File: src/rtl/cpu_pkg.sv
// Shared types and constants for the CPU front end.
// Sizes match the 16-entry instruction memory and 32-bit ARM instruction words.
package cpu_pkg;

  localparam int PC_WIDTH    = 4;
  localparam int INSTR_WIDTH = 32;
  localparam logic [31:0] HALT_WORD = 32'hEF00_0000;

  typedef enum logic [1:0] {
    IDLE = 2'd0,
    RUN  = 2'd1,
    HALT = 2'd2
  } fetch_state_t;

endpackage

File: src/rtl/branch_target_calc.sv
// Branch target for an ARM-style relative branch: IR_PC + 2 + sext(imm24), in words.
// The result wraps modulo the fetch address space.
module branch_target_calc #(
  parameter int PC_WIDTH = cpu_pkg::PC_WIDTH
) (
  input  logic [PC_WIDTH-1:0] ir_pc,
  input  logic [23:0]         imm,
  output logic [PC_WIDTH-1:0] target
);

  logic [23:0] sum_s;
  logic        unused_sum_hi_s;

  // Low PC_WIDTH bits of a 24-bit sum equal the sign-extended sum truncated to PC_WIDTH.
  assign sum_s           = {{(24-PC_WIDTH){1'b0}}, ir_pc} + 24'd2 + imm;
  assign target          = sum_s[PC_WIDTH-1:0];
  assign unused_sum_hi_s = ^sum_s[23:PC_WIDTH];

endmodule

File: src/rtl/fetch_stage.sv
// Fetch stage: owns the PC, latches the memory word into IR for decode, handles
// branch redirect with wrong-path squash, start gating and halt on a sentinel word.
module fetch_stage #(
  parameter int                    PC_WIDTH    = cpu_pkg::PC_WIDTH,
  parameter int                    INSTR_WIDTH = cpu_pkg::INSTR_WIDTH,
  parameter logic [PC_WIDTH-1:0]   RESET_PC    = '0,
  parameter logic [INSTR_WIDTH-1:0] HALT_WORD  = cpu_pkg::HALT_WORD
) (
  input  logic                   clk,
  input  logic                   rst_n,
  input  logic                   start_in,
  input  logic [INSTR_WIDTH-1:0] IR_in,
  input  logic                   decode_ready_in,
  input  logic                   branch_taken_in,
  input  logic [23:0]            branch_imm_in,
  output logic [PC_WIDTH-1:0]    PC_out,
  output logic [INSTR_WIDTH-1:0] IR_out,
  output logic [PC_WIDTH-1:0]    IR_PC_out,
  output logic                   IR_valid_out,
  output logic                   halted_out
);

  import cpu_pkg::*;

  fetch_state_t           state_r, state_n;
  logic [PC_WIDTH-1:0]    pc_r, pc_n;
  logic [INSTR_WIDTH-1:0] ir_r, ir_n;
  logic [PC_WIDTH-1:0]    ir_pc_r, ir_pc_n;
  logic                   valid_r, valid_n;
  logic                   halted_r;
  logic                   branch_s;
  logic                   advance_s;
  logic [PC_WIDTH-1:0]    target_s;

  branch_target_calc #(
    .PC_WIDTH (PC_WIDTH)
  ) u_target (
    .ir_pc  (ir_pc_r),
    .imm    (branch_imm_in),
    .target (target_s)
  );

  // Next-state: branch beats capture/stall, and a branch also squashes halt detection on IR_in.
  always_comb begin
    state_n   = state_r;
    pc_n      = pc_r;
    ir_n      = ir_r;
    ir_pc_n   = ir_pc_r;
    valid_n   = valid_r;
    branch_s  = branch_taken_in && valid_r && (state_r != IDLE);
    advance_s = (state_r == RUN) && (!valid_r || decode_ready_in);

    if (branch_s) begin
      pc_n    = target_s;
      valid_n = 1'b0;
      state_n = RUN;
    end else if (advance_s) begin
      if (IR_in == HALT_WORD) begin
        valid_n = 1'b0;
        state_n = HALT;
      end else begin
        ir_n    = IR_in;
        ir_pc_n = pc_r;
        valid_n = 1'b1;
        pc_n    = pc_r + {{(PC_WIDTH-1){1'b0}}, 1'b1};
      end
    end else begin
      case (state_r)
        IDLE: begin
          if (start_in) begin
            state_n = RUN;
          end else begin
            state_n = IDLE;
          end
        end
        RUN:     state_n = RUN;
        HALT:    state_n = HALT;
        default: state_n = IDLE;
      endcase
    end
  end

  // State, PC and instruction registers.
  always_ff @(posedge clk or negedge rst_n) begin
    if (!rst_n) begin
      state_r  <= IDLE;
      pc_r     <= RESET_PC;
      ir_r     <= '0;
      ir_pc_r  <= '0;
      valid_r  <= 1'b0;
      halted_r <= 1'b0;
    end else begin
      state_r  <= state_n;
      pc_r     <= pc_n;
      ir_r     <= ir_n;
      ir_pc_r  <= ir_pc_n;
      valid_r  <= valid_n;
      halted_r <= (state_n == HALT);
    end
  end

  assign PC_out       = pc_r;
  assign IR_out       = ir_r;
  assign IR_PC_out    = ir_pc_r;
  assign IR_valid_out = valid_r;
  assign halted_out   = halted_r;

endmodule

File: config.mk
export PLATFORM = sky130hd
export DESIGN_NAME = fetch_stage
export DESIGN_NICKNAME = d
export VERILOG_FILES = /design/src/rtl/cpu_pkg.sv /design/src/rtl/branch_target_calc.sv /design/src/rtl/fetch_stage.sv
export SDC_FILE = /design/constraint.sdc
export NUM_CORES = 1
export LEC_CHECK = 0
export CAP_MARGIN = 5
export CORE_MARGIN = 10
export CORE_UTILIZATION = 37
export CTS_BUF_LIST = sky130_fd_sc_hd__clkbuf_16
export CTS_CLUSTER_SIZE = 20
export DETAILED_ROUTE_END_ITERATION = 10
export MAX_ROUTING_LAYER = met4
export PLACE_DENSITY = 0.76
export SLEW_MARGIN = 20
export SYNTH_ARGS = -nofsm -noshare
export SYNTH_HDL_FRONTEND = slang
export SYNTH_SLANG_ARGS = --single-unit
File: constraint.sdc
create_clock -name clk -period 3.4 [get_ports clk]
set_input_delay 0.68 -clock clk [delete_from_list [all_inputs] [get_ports clk]]
set_output_delay 0.68 -clock clk [all_outputs]
set_load 0.02 [all_outputs]
==> out/results.txt, run 1 <==
status: completed
Rows: 26
CP endpoint kind: register
post-CTS setup buffer count: 0
Max-Cap Viols: 0
initial antenna violation count: 0
RSZ-0062 raised after global routing: no
Warnings, synthesis: 0
busiest layer in global routing: met2
Longest Clk Path Bufs: 2
critical path type: input pin to register
first-pass GRT wire length: 7960 µm
Mapped Cells: 141
simple-gate share of the synthesized area: 8.21%
final WL: 4890 µm
drt pass-1 iters: 3
synthesis-stage register bit count: 44
adder-cell share of the synthesized area: 4.14%
Hold Fails Final Rpt: 0
sw frac: 29.9%
chip height: 93.5 µm
M3 GR Usage: 4.48%
Worst Setup SP: IR_in[16]
# setup viols final: 0
Top delay family on crit path: simple AND/OR/NAND/NOR gates
CTS sink cnt: 44
crit-path cells: clkdlybuf4s50_1 -> nor4_1 -> nand4_1 -> or2_1 -> nand3_2 -> buf_4 -> mux2_2
crit path to: IR_out[25]
multiplexer share of the synthesized area: 22.4%
clk slew on worst S/H paths: 0.06 ns
Fillers: 430
fmax: 396 MHz
fraction of registers with async set/reset: 100%
Final ANT Viol Nets: 0
Post-synth top flop: dfrtp_1
via count: 1420
worst setup margin: 0.876 ns
number of nets in the layout: 295
Sequential Power Share: 36.4%
Synth Net Count: 208
reg2reg start: IR_PC_out[1]
Area Overhead vs Synth: 52.3%
Final Cycle Share: 74.2%
switching pwr: 586 µW
largest family of logic cells by synthesized area: multiplexers
synth unique cells: 35
post-layout util: 58.8%
grt total ovfl: 0
XOR/XNOR share of the synthesized area: 1.75%
Worst EP arrival: 2.69 ns
IO Pins: 103
Post-synth EDFFs: 0
pre-CTS WS: 0.542 ns
clock group share of total power: 27.0%
Worst Hold Class: register to register
Total GRT Usage: 11.6%
die width: 93.5 µm
FF-to-FF path depth: 9
CTS resizes: 0
Combinational Power Share: 36.6%
layout cell share with drive strength beyond 1: 21.8%
met1 usage: 13.3%
drt drc: 0
starting density of the core: 38.6%
CP max stage delay: 0.42 ns
Avg Inst Size Synth: 14.2 µm²
Slowest-stage cell, CP: clkdlybuf4s50_1
grt met2 use: 18.9%
leakage power total: 0.00129 µW
# port buffers: 82
H-tree depth: 2
PwrDens: 645 nW/µm²
Tmin final: 2.52 ns
worst skew pair latency: 0.28 ns
Antenna diodes: 0
CP max FO: 13
mapped cell area: 2000 µm²
FF-to-FF setup slack: 1.53 ns
sequential area share after synthesis: 55.1%
register area: 1100 µm²
Levels on crit path: 7
routed length per instance: 16.4 µm
CTS tree: yes
Synth Area in Compound Gates: 4.95%
Slew @ Worst Pin: 0.982 ns
critical path buffer and inverter count: 2
Critical Path Source Type: input pin
core area: 5170 µm²
post-synth top area share: 55.1%
clock skew: 0.00690 ns
multi-input logic area: 827 µm²
Crit Reg-Reg Endpoint: PC_out[3]
cts-stage hold buffer count: 0
Area contributors post-synth: dfrtp_1 55%, mux2_2 16%, mux2_4 6.0%
largest net degree at the start of global routing: 45
clock root buffer: clkbuf_16
Req. time, crit path: 3.57 ns
setup_tns: 0 ns
internal power: 1380 µW
GPL Wtd Cong: 0.765
Die ar.: 8740 µm²
total CTS buffers: 5
hpwl dp: 3850 µm
Max VDD drop: 284 µV
number of global-route vias before repair: 1627
Slew Viols, Final: 0
post-synth top area cell: dfrtp_1
relative slew slack: 34.5%
Via density: 4.75
First DRT Iteration DRCs: 51
[flip-flops by register name, indices dropped and copies added, names as in the netlist]
name / flops
PC_out: 4
IR_PC_out: 4
state_r: 2
IR_out: 32
halted_out: 1
IR_valid_out: 1
[cells by family (layout without fill, tap and decap cells)]
| logic type | count (synthesis) | in the layout |
|---|---|---|
| AND/OR/NAND/NOR | 29 | 29 |
| flip-flops | 44 | 44 |
| buffers and inverters | 9 | 97 |
| adder cells (fa/ha/maj) | 6 | 6 |
| multiplexers | 37 | 37 |
| AO/OA/AOI/OAI | 12 | 12 |
| XOR/XNOR | 4 | 4 |
[power by group through the flow]
| stage | combinational, µW | sequential, µW | clock (µW) |
|---|---|---|---|
| finish | 719 | 714 | 530 |
| global route | 784 | 732 | 569 |
| CTS | 737 | 716 | 548 |
| detailed placement | 733 | 724 | 0 |
| global placement | 725 | 718 | 0 |
| floorplan | 265 | 848 | 0 |
[through the flow]
stage | std cells | instance area [µm²] | power, µW | hold slack (ns)
finish | 299 | 3040 | 1960 | 0.503
detailed placement | 291 | 2880 | 1460 | 0.493
global placement | 291 | 2880 | 1440 | 0.487
floorplan | 141 | 2000 | 1110 | 0.384
CTS | 299 | 3040 | 2000 | 0.506
global route | 299 | 3040 | 2090 | 0.521
[cell usage in the layout, fill, tap and decap left out]
master            n
clkinv_2          1
clkbuf_16         5
bufinv_16         1
o21ai_0           2
mux2_4            8
mux2_2           29
nand2b_1          1
buf_12            1
nand3_2           1
clkdlybuf4s50_1  81
nor4_1            6
inv_1             6
nor2_1            6
a21boi_2          1
and4b_1           1
o211a_1           1
nand2_1           5
o211ai_2          1
and2_1            1
o311ai_1          1
buf_2             1
o21a_1            2
and2b_1           1
and3_1            1
or2_1             1
dfrtp_1          44
buf_4             1
a22oi_1           1
nor2b_1           1
o31ai_1           1
o221ai_1          1
nand4_1           2
o211ai_1          1
nand3_1           1
xnor2_1           2
fa_1              1
xor2_1            2
ha_1              5
and4_1            1
[cell usage after synthesis, drive strengths merged (2+ instances only)]
cell type	count
nor4	6
ha	5
nand4	2
dfrtp	44
nand3	2
mux2	37
buf	4
nor2	6
xor2	2
o21a	2
xnor2	2
o211ai	2
o21ai	2
inv	5
nand2	5
[per-layer routing]
layer	routed length, µm	vias to the layer above
li1	-	682
met1	2180	690
met2	2340	44
met3	332	4
met4	42	0
met5	0	-
[worst reg2reg max path, delay by kind of cell, from the launching register on]
family	cells	cell delay, ns
adder cells (fa/ha/maj)	3	0.84
flip-flops	1	0.37
XOR/XNOR	2	0.32
buffers and inverters	2	0.09
AO/OA/AOI/OAI	1	0.08
AND/OR/NAND/NOR	1	0.07
[layout make-up]
type | count | share of cell area (%)
Timing Repair Buffer | 84 | 27.7
Sequential cell | 44 | 36.2
Multi-Input combinational cell | 88 | 27.2
Clock buffer | 5 | 4.11
Clock inverter | 3 | 1.28
Inverter | 5 | 0.617
Tap cell | 70 | 2.88
[how the worst min path moves through the flow]
stage	from	endpoint	slack, ns	cells past startpoint
floorplan	rst_n	IR_PC_out[0]	0.38	0
global placement	IR_out[24]	IR_out[24]	0.49	1
detailed placement	IR_out[11]	IR_out[11]	0.49	1
CTS	IR_out[4]	IR_out[4]	0.51	1
global route	IR_out[1]	IR_out[1]	0.52	1
finish	IR_out[27]	IR_out[27]	0.50	1
Note: power is estimated with default switching activity, not from simulation.
==> inputs of run 2 (changes only) <==
clock period = 2.4 ns   (was 3.4 ns; I/O delays follow)
==> run 2 against run 1 <==
Net effect: critical path depth unchanged; combinational power is 45% higher; cell count up 3.0%; clock-buffer cell count unchanged; cell area is 2.6% higher; non-clock buffer count increased by 9; clock power up 18%; worst setup slack lost 0.75 ns; wire length fell by 0.55%; via count grew 1.8%; sequential share of layout area is 0.90 points lower; largest cell class unchanged; largest power group unchanged.
==> out/results.txt, run 2 (same netlist as run 1, synthesis figures left out) <==
status: completed
clock skew: 0.00347 ns (-0.00343 ns)
Longest Clk Path Bufs: 2 (unchanged)
Hold Fails Final Rpt: 0 (unchanged)
Antenna diodes: 0 (unchanged)
commonest non-fill, non-tap cell in the layout: clkdlybuf4s50_1
drt drc: 0 (unchanged)
Hold Slack: 0.181 ns (-0.322 ns)
CTS sink cnt: 44 (unchanged)
# port buffers: 82 (unchanged)
hpwl dp: 3980 µm (+3.3%)
drt pass-1 iters: 4 (+1)
CP endpoint kind: register
crit-path cells: clkdlybuf4s50_1 -> nor4_1 -> nand4_1 -> or2_1 -> nand3_2 -> buf_12 -> mux2_2
die width: 93.5 µm (unchanged)
# setup viols final: 0 (unchanged)
Worst Hold Class: input pin to asynchronous set/reset pin
worst skew pair latency: 0.28 ns (about the same)
via count: 1445 (+1.8%)
critical path buffer and inverter count: 2 (unchanged)
met1 usage: 14.5% (+1.2 points)
clk slew on worst S/H paths: 0.06 ns (about the same)
grt total ovfl: 0 (unchanged)
Via density: 4.69 (-1.2%)
CTS tree: yes
total CTS buffers: 5 (unchanged)
Total GRT Usage: 11.7% (+0.032 points)
First DRT Iteration DRCs: 39 (-24%)
Fillers: 425 (-1.2%)
setup_tns: 0 ns (unchanged)
Rows: 26 (unchanged)
relative slew slack: 64.5% (+30 points)
Slew Viols, Final: 0 (unchanged)
Slew @ Worst Pin: 0.532 ns (-0.450 ns)
Top delay family on crit path: simple AND/OR/NAND/NOR gates
Final Cycle Share: 94.7%
H-tree depth: 2 (unchanged)
core area: 5170 µm² (unchanged)
Area Overhead vs Synth: 56.2%
M3 GR Usage: 4.24% (-0.24 points)
post-CTS setup buffer count: 0 (unchanged)
fmax: 440 MHz
chip height: 93.5 µm (unchanged)
grt met2 use: 17.7% (-1.2 points)
Die ar.: 8740 µm² (unchanged)
Tmin final: 2.27 ns
largest net degree at the start of global routing: 24 (-47%)
CTS resizes: 0 (unchanged)
cts-stage hold buffer count: 0 (unchanged)
first-pass GRT wire length: 7920 µm (-0.43%)
Critical Path Source Type: input pin
Max VDD drop: 440 µV (+55%)
layout cell share with drive strength beyond 1: 23.9% (+2.1 points)
final WL: 4870 µm (-0.55%)
number of global-route vias before repair: 1588 (-2.4%)
Slowest-stage cell, CP: clkdlybuf4s50_1
IO Pins: 103 (unchanged)
Largest register FFs: 32 (unchanged)
PwrDens: 859 nW/µm² (+33%)
initial antenna violation count: 0 (unchanged)
GPL Wtd Cong: 0.753 (-1.6%)
number of nets in the layout: 304 (+3.1%)
Max-Cap Viols: 0 (unchanged)
clock root buffer: clkbuf_16
busiest layer in global routing: met2
critical path type: input pin to register
Final ANT Viol Nets: 0 (unchanged)
RSZ-0062 raised after global routing: no
routed length per instance: 15.8 µm (-3.5%)
CP max FO: 12 (-1)
starting density of the core: 38.6% (unchanged)
CP max stage delay: 0.42 ns (about the same)
leakage power total: 0.00134 µW (+3.4%)
Req. time, crit path: 2.56 ns (-1.01 ns)
commonest non-fill, non-tap cells in the layout: 81 x clkdlybuf4s50_1, 44 x dfrtp_1, 29 x mux2_2
Worst EP arrival: 2.43 ns (-0.26 ns)
==> run 2: metal layers <==
metal	vias up	part of all wire, %
met3	5	7.5
met2	49	47
li1	703	-
met4	0	0.64
met5	-	0
met1	688	45
==> run 2: power breakdown <==
| group | leakage [µW] | switching (µW) | total, µW | internal (µW) |
|---|---|---|---|---|
| combinational | 0.000745 | 458 | 1040 | 585 |
| sequential | 0.000516 | 116 | 1010 | 897 |
| clock | 0.0000738 | 251 | 625 | 374 |
| total | 0.00134 | 824 | 2680 | 1860 |
==> run 2: final cells by class <==
cell class	instances	area [µm²]	share of cell area, %
Clock buffer	5	125	4.01
Clock inverter	3	11.3	0.361
Inverter	5	18.8	0.602
Multi-Input combinational cell	88	827	26.5
Sequential cell	44	1100	35.3
Tap cell	70	87.6	2.81
Timing Repair Buffer	93	948	30.4
==> run 2: path summary, 6_finish.rpt <==
check,from,endpoint,slack (ns),cells after the start
max,IR_in[16],IR_PC_out[3],0.13,7
min,rst_n,halted_out,0.18,1
max reg2reg,IR_PC_out[1],PC_out[3],0.53,9
min reg2reg,IR_out[17],IR_out[17],0.50,1
max in group asynchronous,rst_n,IR_out[20],1.72,2
min in group clk,IR_out[17],IR_out[17],0.50,1
==> run 2: worst register-to-register path: cells and delay by family, from the launching register on <==
kind | cells | cell delay, ns
AND/OR/NAND/NOR | 1 | 0.07
AO/OA/AOI/OAI | 1 | 0.08
buffers and inverters | 2 | 0.09
XOR/XNOR | 2 | 0.34
adder cells (fa/ha/maj) | 3 | 0.84
flip-flops | 1 | 0.36
==> run 2: per-stage QoR <==
stage / total power [µW] / instance area (µm²) / util (%) / setup WS [ns] / cells
final: 2680 / 3120 / 60.3 / 0.126 / 308
after global routing: 2860 / 3120 / 60.3 / 0.0415 / 308
after CTS: 2730 / 3120 / 60.3 / 0.0993 / 308
after detailed placement: 2090 / 2980 / 57.7 / -0.192 / 300
after global placement: 2070 / 2980 / 57.7 / -0.195 / 300
after floorplan: 1580 / 2000 / - / 0.471 / 141
==> edit 1: new RTL, settings of run 2 <==
Take the reset off `ir_r` and load it in a clocked block of its own.
--- a/src/rtl/fetch_stage.sv
+++ b/src/rtl/fetch_stage.sv
@@ -85,18 +85,20 @@
     if (!rst_n) begin
       state_r  <= IDLE;
       pc_r     <= RESET_PC;
-      ir_r     <= '0;
       ir_pc_r  <= '0;
       valid_r  <= 1'b0;
       halted_r <= 1'b0;
     end else begin
       state_r  <= state_n;
       pc_r     <= pc_n;
-      ir_r     <= ir_n;
       ir_pc_r  <= ir_pc_n;
       valid_r  <= valid_n;
       halted_r <= (state_n == HALT);
     end
+  end
+
+  always_ff @(posedge clk) begin
+    ir_r <= ir_n;
   end
 
   assign PC_out       = pc_r;
Behaviour: differs if rst_n is asserted again (counterexample within 4 cycles, from zero or initial values and one cycle with rst_n low); with rst_n held inactive, the same outputs for 10 cycles.
==> edit 1 against run 2 <==
Wire length shrank 5.1%; count of clock-buffer cells in the layout unchanged; worst setup slack lost 0.016 ns; highest routed layer unchanged; area after synthesis is 12% lower; die area decreased by 9.2%; largest cell class unchanged; critical endpoint unchanged; sequential cell count did not move; design area is 7.1% lower; combinational power shrank 27%; total power decreased by 6.4%.
==> edit 1: results (changes against run 2) <==
stage,metric,value,unit,change
status,status,"finished, final reports clean",,
power,p_int,1830,µW,-1.3%
cells_and_area,bufAreaShareNonClock,30.5,%,+0.078 points
worst_setup_path,cp_slowest_cell,or4_4,,
routing,drtIter0Drc,38,,-2.6%
worst_setup_path,cp_slowest_stage_delay,0.58,ns,+0.16 ns
worst_setup_path,worstPathMaxFanout,6,,-6
power,pwr-share-seq,40.5,%,+2.7 points
place,hpwl,3.70,mm,-7.0%
synthesis,yosysSeqAreaShare,71.4,%,+16 points
cells_and_area,clock_cell_area_share,5.66,%,+1.3 points
global_routing,grt_pass1_vias,1423,,-10%
place,place_area,2710,µm²,-9.1%
global_routing,grt_pass1_wl,6.89,mm,-13%
worst_setup_path,arrival,2.45,ns,+0.02 ns
place,gp_congestion,0.785,,+4.3%
cells_and_area,post-route-util,62.2,%,+1.9 points
synthesis,synth_edf_count,32,,+32
synthesis,async_reset_ff_share,27.3,%,-73 points
sta,slew_headroom,62.8,%,-1.7 points
power,pwr-share-clk,29.4,%,+6.1 points
sta,post-route-min-period,2.29,ns,+0.0155 ns
cells_and_area,nMultiInputCombCells,57,,-35%
synthesis,synth_nets,175,,-16%
synthesis,synthTopCellsByCount,"32 x edfxtp_1, 12 x dfrtp_1, 6 x inv_1, 6 x nor2_1",,
cells_and_area,signal_buffers,87,,-6.5%
synthesis,synth_cells,108,,-23%
worst_setup_path,r2r_setup_slack,0.48,ns,-0.05 ns
hold_path,worstHoldPathType,flop to flop,,
cells_and_area,seq_share,43.5,%,+8.2 points
synthesis,synthFlopType,edfxtp_1,,
cells_and_area,inv_count,6,,+1
global_routing,grt.total_usage,11.6,%,-0.061 points
routing,wirelength,4.62,mm,-5.1%
cells_and_area,multi_input_area,499,µm²,-40%
==> edit 1: logic make-up (layout without fill, tap and decap cells) <==
logic type	Yosys count	count (layout)	synth area share [%]
adder cells (fa/ha/maj)	6	6	4.68
buffers and inverters	7	101	1.56
XOR/XNOR	3	3	1.49
AND/OR/NAND/NOR	29	29	10.3
AO/OA/AOI/OAI	14	14	6.31
flip-flops	44	44	71.4
multiplexers	5	5	4.25
==> edit 1: routing by layer <==
metal	part of all wire [%]	vias to the layer above	GRT usage [%]
met4	1.1	0	3.47
li1	-	602	-
met3	12	7	4.65
met1	42	599	12.7
met5	0	-	-
met2	45	61	19.1
==> edit 1: metrics by stage <==
step           setup TNS, ns  hold WS [ns]
6_report                   0         0.536
5_1_grt                    0         0.563
4_1_cts                    0         0.545
3_5_place_dp           -9.59         0.530
3_3_place_gp           -8.38         0.503
2_1_floorplan              0         0.184
==> edit 1: worst max-delay path: cells and delay by family <==
family | cells | cell delay, ns
buf+inv | 2 | 0.58
simple gates | 4 | 1.10
mux | 1 | 0.29
==> edit 2: new RTL, settings of run 2 <==
Made on the original files. Set the package constant `PC_WIDTH` to 5 (it was 4).
--- a/src/rtl/cpu_pkg.sv
+++ b/src/rtl/cpu_pkg.sv
@@ -2,7 +2,7 @@
 // Sizes match the 16-entry instruction memory and 32-bit ARM instruction words.
 package cpu_pkg;
 
-  localparam int PC_WIDTH    = 4;
+  localparam int PC_WIDTH    = 5;
   localparam int INSTR_WIDTH = 32;
   localparam logic [31:0] HALT_WORD = 32'hEF00_0000;
 
Ports: changed (resized IR_PC_out and PC_out); port bits go from 103 to 105. The function was not compared with the original's and may differ.
==> edit 2 against run 2 <==
Design area up 6.0%; wire length grew 15%; die area grew 7.8%; area after synthesis up 10%; sequential cell count increased by 2; worst setup slack improved by 0.0043 ns; register-to-register slack better by 0.06 ns.
Power is not compared: it rests on default switching activity, and its combinational part moved more than twofold at a synthesized area within 25%.
==> edit 2: results (changes against run 2) <==
stage,metric,value,unit,change
status,status,"finished, final reports clean",,
global_routing,grt.total_usage,12.2,%,+0.47 points
synthesis,yosys_warnings,0,,unchanged
sta,setup_violations,0,,unchanged
global_routing,grt_antenna_before_repair,0,,unchanged
place,pre_cts_slack,-0.291,ns,-0.0995 ns
clock_tree,clock_latency,0.28,ns,about the same
synthesis,synth_nets,232,,+12%
place,numPortBuffers,85,,+3.7%
sta,slew_headroom,60.8,%,-3.7 points
synthesis,synth_fa_ha_area_share,5.47,%,+1.3 points
synthesis,synth.area.top_cells,"dfrtp_1 52%, mux2_4 13%, mux2_2 9.2%, ha_1 4.6%, nor4_1 2.0%",,
sta,skew,0.00690,ns,+0.00344 ns
power,irDropWorstVdd,0.000861,V,
cells_and_area,final_nets,325,,+6.9%
worst_setup_path,reg2reg_depth,9,,unchanged
power,p_leak,0.00143,µW,
routing,wl_per_cell,17.1,µm,+8.0%
worst_setup_path,cp_slowest_stage_delay,0.51,ns,+0.09 ns
synthesis,synth_cell_types,36,,+2.9%
synthesis,synthFlopType,dfrtp_1,,
worst_setup_path,worstPathMaxFanout,24,,+12
clock_tree,cts_setup_buffers,0,,unchanged
synthesis,synth_xor_area_share,1.60,%,-0.16 points
clock_tree,htree_levels,2,,unchanged
clock_tree,clk_pin_slew_worst_paths,0.06,ns,about the same
clock_tree,cts_inserted_buffers,5,,unchanged
synthesis,async_reset_ff_share,100,%,unchanged
routing,drtIter0Drc,43,,+10%
cells_and_area,diodes,0,,unchanged
place,gp_congestion,0.783,,+4.1%
clock_tree,cts_resized,0,,unchanged
global_routing,grt_pass1_wl,9.23,mm,+17%
cells_and_area,drive_above_1_share,21.5,%,-2.5 points
clock_tree,cts-root-buf,clkbuf_16,,
global_routing,grt_pass1_vias,1731,,+9.0%
hold_path,worstHoldPathType,input pin to asynchronous set/reset pin,,
cells_and_area,fillers,480,,+13%
worst_setup_path,path_delay_family,simple AND/OR/NAND/NOR gates,,
cells_and_area,largest_reg_flops,32,,unchanged
synthesis,yosysSeqAreaShare,52.4,%,-2.7 points
routing,drc,0,,unchanged
clock_tree,cts_buffer_depth,2,,unchanged
routing,via_count,1615,,+12%
routing,dr.pass1.iters,4,,unchanged
worst_setup_path,critPathRequiredTime,2.56,ns,about the same
worst_setup_path,cp_slowest_cell,or4b_4,,
synthesis,synthMuxAreaShare,22.2,%,-0.15 points
place,hpwl,4.35,mm,+9.3%
place,place_area,3170,µm²,+6.2%
synthesis,synthTopCellsByCount,"46 x dfrtp_1, 19 x mux2_4, 18 x mux2_2",,
global_routing,grt_max_degree,47,,+96%
synthesis,synth_compound_area_share,5.70,%,+0.75 points
==> edit 2: cell families (layout without fill, tap and decap cells) <==
kind of cell	count (synthesis)	after routing
flops	46	46
mux	37	37
simple gates	35	35
compound gates	19	19
buf+inv	12	106
fa+ha+maj	9	9
xor+xnor	4	4
==> edit 2: stage by stage <==
step	total power (µW)	util (%)	cells	hold slack [ns]
finish	4740	58.6	328	0.282
global route	5060	58.6	328	0.337
CTS	4820	58.6	328	0.307
detailed placement	4140	56.2	320	0.492
global placement	4090	56.2	320	0.488
floorplan	2990	-	162	0.184
==> edit 2: worst paths after layout <==
| check | to | startpoint | slack [ns] |
|---|---|---|---|
| max reg2reg | PC_out[3] | IR_PC_out[1] | 0.59 |
| min in group clk | IR_out[7] | IR_out[7] | 0.50 |
| min reg2reg | IR_out[7] | IR_out[7] | 0.50 |
| max in group asynchronous | IR_out[22] | rst_n | 1.73 |
| max | IR_out[21] | IR_in[25] | 0.13 |
| min | IR_PC_out[3] | rst_n | 0.28 |
==> edit 2: area by class of cell <==
cell class | instances | share of cell area (%)
Multi-Input combinational cell | 104 | 29.7
Tap cell | 72 | 2.73
Timing Repair Buffer | 92 | 27.9
Clock buffer | 5 | 3.79
Clock inverter | 3 | 0.379
Inverter | 6 | 0.681
Sequential cell | 46 | 34.8
==> edit 2: routing by layer <==
| metal | vias up | wire, µm | GRT usage, % |
|---|---|---|---|
| li1 | 784 | - | - |
| met1 | 773 | 2580 | 15.7 |
| met2 | 54 | 2600 | 18.1 |
| met3 | 4 | 395 | 3.76 |
| met4 | 0 | 32 | 2.71 |
| met5 | - | 0 | - |
==> edit 2: report_power, final <==
| part | switching (µW) | internal [µW] |
|---|---|---|
| Clock | 268 | 376 |
| Sequential | 265 | 1160 |
| Combinational | 1190 | 1480 |
| Total | 1730 | 3020 |
